`src/rtl/serial_adder_ctrl_pkg.sv`:
```
// Shared encodings for the bit-serial add/subtract controller.
package serial_adder_ctrl_pkg;

   typedef enum logic [1:0] {
      IDLE = 2'd0,
      RUN  = 2'd1,
      DONE = 2'd2
   } state_t;

   localparam logic OP_ADD = 1'b0;
   localparam logic OP_SUB = 1'b1;

endpackage

```
`src/rtl/full_adder.sv`:
```
// One-bit full adder; the only arithmetic element in the serial datapath.
module full_adder (
   input  logic a,
   input  logic b,
   input  logic cin,
   output logic sum,
   output logic cout
);

   assign sum  = a ^ b ^ cin;
   assign cout = (a & b) | (a & cin) | (b & cin);

endmodule

```
`src/rtl/serial_adder_ctrl.sv`:
```
// Bit-serial add/subtract: one bit per RUN cycle, LSB first, through a single full adder.
module serial_adder_ctrl
   import serial_adder_ctrl_pkg::*;
#(
   parameter int WIDTH = 8
) (
   input  logic             clk,
   input  logic             rst,
   input  logic             start,
   input  logic             op,
   input  logic [WIDTH-1:0] a,
   input  logic [WIDTH-1:0] b,
   output logic             busy,
   output logic             done,
   output logic [WIDTH-1:0] result,
   output logic             carry,
   output logic             overflow,
   output logic             zero
);

   localparam int CW = (WIDTH > 1) ? $clog2(WIDTH) : 1;
   localparam logic [CW-1:0] LAST = CW'(WIDTH - 1);

   state_t           state;
   logic [WIDTH-1:0] a_reg;
   logic [WIDTH-1:0] b_reg;
   logic [WIDTH-1:0] sh;
   logic [CW-1:0]    cnt;
   logic             cy;
   logic             sum;
   logic             cout;
   logic [WIDTH-1:0] final_res;

   full_adder u_fa (
      .a    (a_reg[0]),
      .b    (b_reg[0]),
      .cin  (cy),
      .sum  (sum),
      .cout (cout)
   );

   // Value of the shift register once the MSB sum bit lands.
   assign final_res = {sum, sh[WIDTH-1:1]};

   always_ff @(posedge clk or posedge rst) begin
      if (rst) begin
         state    <= IDLE;
         a_reg    <= '0;
         b_reg    <= '0;
         sh       <= '0;
         cnt      <= '0;
         cy       <= 1'b0;
         busy     <= 1'b0;
         done     <= 1'b0;
         result   <= '0;
         carry    <= 1'b0;
         overflow <= 1'b0;
         zero     <= 1'b0;
      end else begin
         case (state)
            IDLE: begin
               done <= 1'b0;
               if (start) begin
                  // Subtract is a + ~b + 1: invert B and seed the carry with 1.
                  a_reg <= a;
                  b_reg <= (op == OP_ADD) ? b : ~b;
                  cy    <= (op == OP_SUB);
                  cnt   <= '0;
                  sh    <= '0;
                  busy  <= 1'b1;
                  state <= RUN;
               end
            end
            RUN: begin
               a_reg <= a_reg >> 1;
               b_reg <= b_reg >> 1;
               sh    <= final_res;
               cy    <= cout;
               if (cnt == LAST) begin
                  // Outputs change only here so no partial result is ever visible.
                  result   <= final_res;
                  carry    <= cout;
                  overflow <= cy ^ cout;
                  zero     <= (final_res == '0);
                  busy     <= 1'b0;
                  done     <= 1'b1;
                  state    <= DONE;
               end else begin
                  cnt <= cnt + 1'b1;
               end
            end
            DONE: begin
               done  <= 1'b0;
               busy  <= 1'b0;
               state <= IDLE;
            end
            default: begin
               done  <= 1'b0;
               busy  <= 1'b0;
               state <= IDLE;
            end
         endcase
      end
   end

endmodule
```
`config.mk`:
```
export PLATFORM = sky130hd
export DESIGN_NAME = serial_adder_ctrl
export DESIGN_NICKNAME = d
export VERILOG_FILES = /design/src/rtl/serial_adder_ctrl_pkg.sv /design/src/rtl/full_adder.sv /design/src/rtl/serial_adder_ctrl.sv
export SDC_FILE = /design/constraint.sdc
export NUM_CORES = 1
export LEC_CHECK = 0
export CAP_MARGIN = 20
export CORE_ASPECT_RATIO = 0.6
export CORE_MARGIN = 2
export CORE_UTILIZATION = 30
export DETAILED_ROUTE_END_ITERATION = 12
export SLEW_MARGIN = 0
export SYNTH_ARGS = -nofsm -noshare
export SYNTH_HDL_FRONTEND = slang
export SYNTH_SLANG_ARGS = --single-unit
```
`constraint.sdc`:
```
create_clock -name clk -period 2.2 [get_ports clk]
set_clock_uncertainty 0.05 [all_clocks]
set_input_delay 0.22 -clock clk [delete_from_list [all_inputs] [get_ports clk]]
set_output_delay 0.22 -clock clk [all_outputs]
set_load 0.03 [all_outputs]
```
==> results.toml <==
[run_status]
outcome = "finished, final reports clean"

[yosys]
syn_area_per_cell_um2 = 12.1
synth_top_area_share_pct = 56.9
synth_compound_area_share_pct = 12.6
synth_cell_types = 26
ys_warn_count = 0
syn-num-nets = 172
synth_common_cells = "dfrtp_1 (41), nand2_1 (27), a22o_1 (9), xnor2_1 (9)"
netlist_instances = 149
ys_ff_latch = 41
synthMuxAreaShare_pct = 10.7
syn_area_um2 = 1800
seq_area_frac_synth_pct = 56.9
synth-xor-area-share_pct = 4.37
yosys.area_share.simple_pct = 9.02
synth_top_family_by_area = "compound AO/OA/AOI/OAI gates"
synth_area_leaders = "dfrtp_1 (57%), nand2_1 (5.6%), mux2i_1 (4.4%)"
synth_most_common_cell = "dfrtp_1"
synthFlopType = "dfrtp_1"
synth_edf_count = 0
synthArstFlopShare_pct = 100
synth_fa_ha_area_share_pct = 2.50
synth.largest_area_cell = "dfrtp_1"

[sta]
worstMarginPinSlew_ps = 508
setup_viol = 0
fmax_mhz = 557
min_period_ps = 1800
hold_viol = 0
rsz0062_at_grt = "false"
fin_tns_setup_ps = 0
slew_headroom_pct = 66.0
slew_violations = 0
fin_crit_sh_pct = 81.7

[pwr]
combPwrFrac_pct = 43.3
seq_power_share_pct = 41.3
power_switching_share_pct = 36.9
clkPwrFrac_pct = 15.4
finalPower_w = 0.00319
intPower_w = 0.00201
p_leak_nw = 1.03
switchingPower_w = 0.00118
ir_drop_v = 0.000372
p_per_area_nw_per_um2 = 1390

[global_route]
grt_max_degree = 42
grt_pass1_wl_um = 5840
grt.overflow.total = 0
antenna_found_initial = 0
grt_usage_pct = 11.4
first_global_vias = 1219

[route]
drt_iter0_markers = 28
m1WireLength_um = 1780
wl_per_cell_um = 13.0
met3_length_um = 252
ant_nets = 0
dr_wl_met2_um = 1360
top_layer = "met4"
via_per_inst = 4.50
wl_um = 3430
dr.pass1.iters = 4
vias = 1187
drc = 0

[placement]
gp_congestion = 0.716
dp_hpwl_um = 2380
port_buffers = 32

[critical_path]
end_kind = "output pin"
crit_required_ps = 1930
path_buf_inv = 1
r2r-end = "cnt[0]"
worstSetupPathType = "reg -> out"
critPathTopFamily = "buffers and inverters"
reg2regPathDepth = 5
crit_chain = "clkdlybuf4s50_1"
arrival_ps = 1530
r2r_slack_ps = 560
cp_max_fo = 6
max_stage_delay_ps = 730
slowest_stage = "clkdlybuf4s50_1"
r2r-start = "cnt[0]"
crit_path_start_kind = "flip-flop"

[final_layout]
multi_input_area_um2 = 711
antenna_cells = 0
fillers = 580
area_growth_pct = 27.1
layout-drive-gt1-share_pct = 9.78
regArea_um2 = 1030
finalNetCount = 207

[clock_network]
post_cts_buffers = 0
cts-hold-fix-buffers = 0
clock_path_buffers = 2
htree_levels = 2
cts_sinks = 41
clk-insertion-delay-late_ps = 290
cts_tree = "built"
ctsRootBufferMaster = "clkbuf_8"
cts_resized = 0
cts_buffers = 5
cts.reportedPaths.clkPinSlew_ps = 70

[floorplanning]
die_h_um = 64.1
die-area_um2 = 6670
initial_core_util_pct = 31.8
core_um2 = 5680
io_pins = 33
rows = 21
fp.dieW_um = 104

[min_path]
hp-class = "in -> async"

[flow_run]
maxCapViolCount = 0
-- power groups by stage --
stage | Combinational [W] | Clock [W] | Sequential (W)
after CTS | 0.00141 | 0.000512 | 0.00133
after global placement | 0.00138 | 0 | 0.00134
after detailed placement | 0.00141 | 0 | 0.00134
after floorplan | 0.000802 | 0 | 0.00148
final | 0.00138 | 0.000490 | 0.00132
after global routing | 0.00153 | 0.000551 | 0.00137
-- how the worst max path moves through the flow --
| stage | start | end | slack, ps | cells past startpoint |
|---|---|---|---|---|
| 2_1_floorplan | cnt[0] | cnt[0] | 640 | 5 |
| 6_report | busy | busy | 400 | 1 |
| 3_3_place_gp | cnt[0] | cnt[0] | 600 | 5 |
| 4_1_cts | busy | busy | 370 | 1 |
| 5_1_grt | busy | busy | 340 | 1 |
| 3_5_place_dp | cnt[0] | cnt[0] | 570 | 5 |
-- through the flow --
step | utilization [%] | hold slack, ps | cells | instance area (um^2) | setup WS, ps
finish | 40.4 | 303 | 264 | 2290 | 403
global route | 40.4 | 358 | 264 | 2290 | 342
floorplan | - | 332 | 149 | 1800 | 636
CTS | 40.4 | 327 | 264 | 2290 | 372
global placement | 38.9 | 413 | 257 | 2210 | 596
detailed placement | 38.9 | 424 | 257 | 2210 | 567
-- cell type report --
| class | instances | area share, % |
|---|---|---|
| Sequential cell | 41 | 44.8 |
| Clock buffer | 7 | 3.77 |
| Multi-Input combinational cell | 96 | 31.0 |
| Inverter | 3 | 0.491 |
| Timing Repair Buffer | 37 | 15.6 |
| Tap cell | 80 | 4.37 |
-- layout by cell type, fill, tap and decap left out, drive strengths merged, types with 3 or more instances in the layout --
cell / n
o21ai: 11
dfrtp: 41
clkdlybuf4s50: 32
clkbuf: 7
o221ai: 7
a22o: 9
inv: 3
xnor2: 9
buf: 5
mux2: 10
nand2: 27
mux2i: 8
-- kinds of logic after synthesis --
family / count (synthesis)
xor gates and xnor gates: 9
AOI/OAI and AO/OA: 31
and+or+nand+nor: 35
muxes: 18
buffers and inverters: 12
DFF: 41
adders and majority gates: 3
-- metal layers --
metal | vias up | global-route usage (%)
li1 | 592 | -
met5 | - | 0
met3 | 5 | 4.49
met4 | 0 | 4.05
met2 | 35 | 15.5
met1 | 555 | 16.2
No activity file was read; power rests on OpenSTA's default activity.
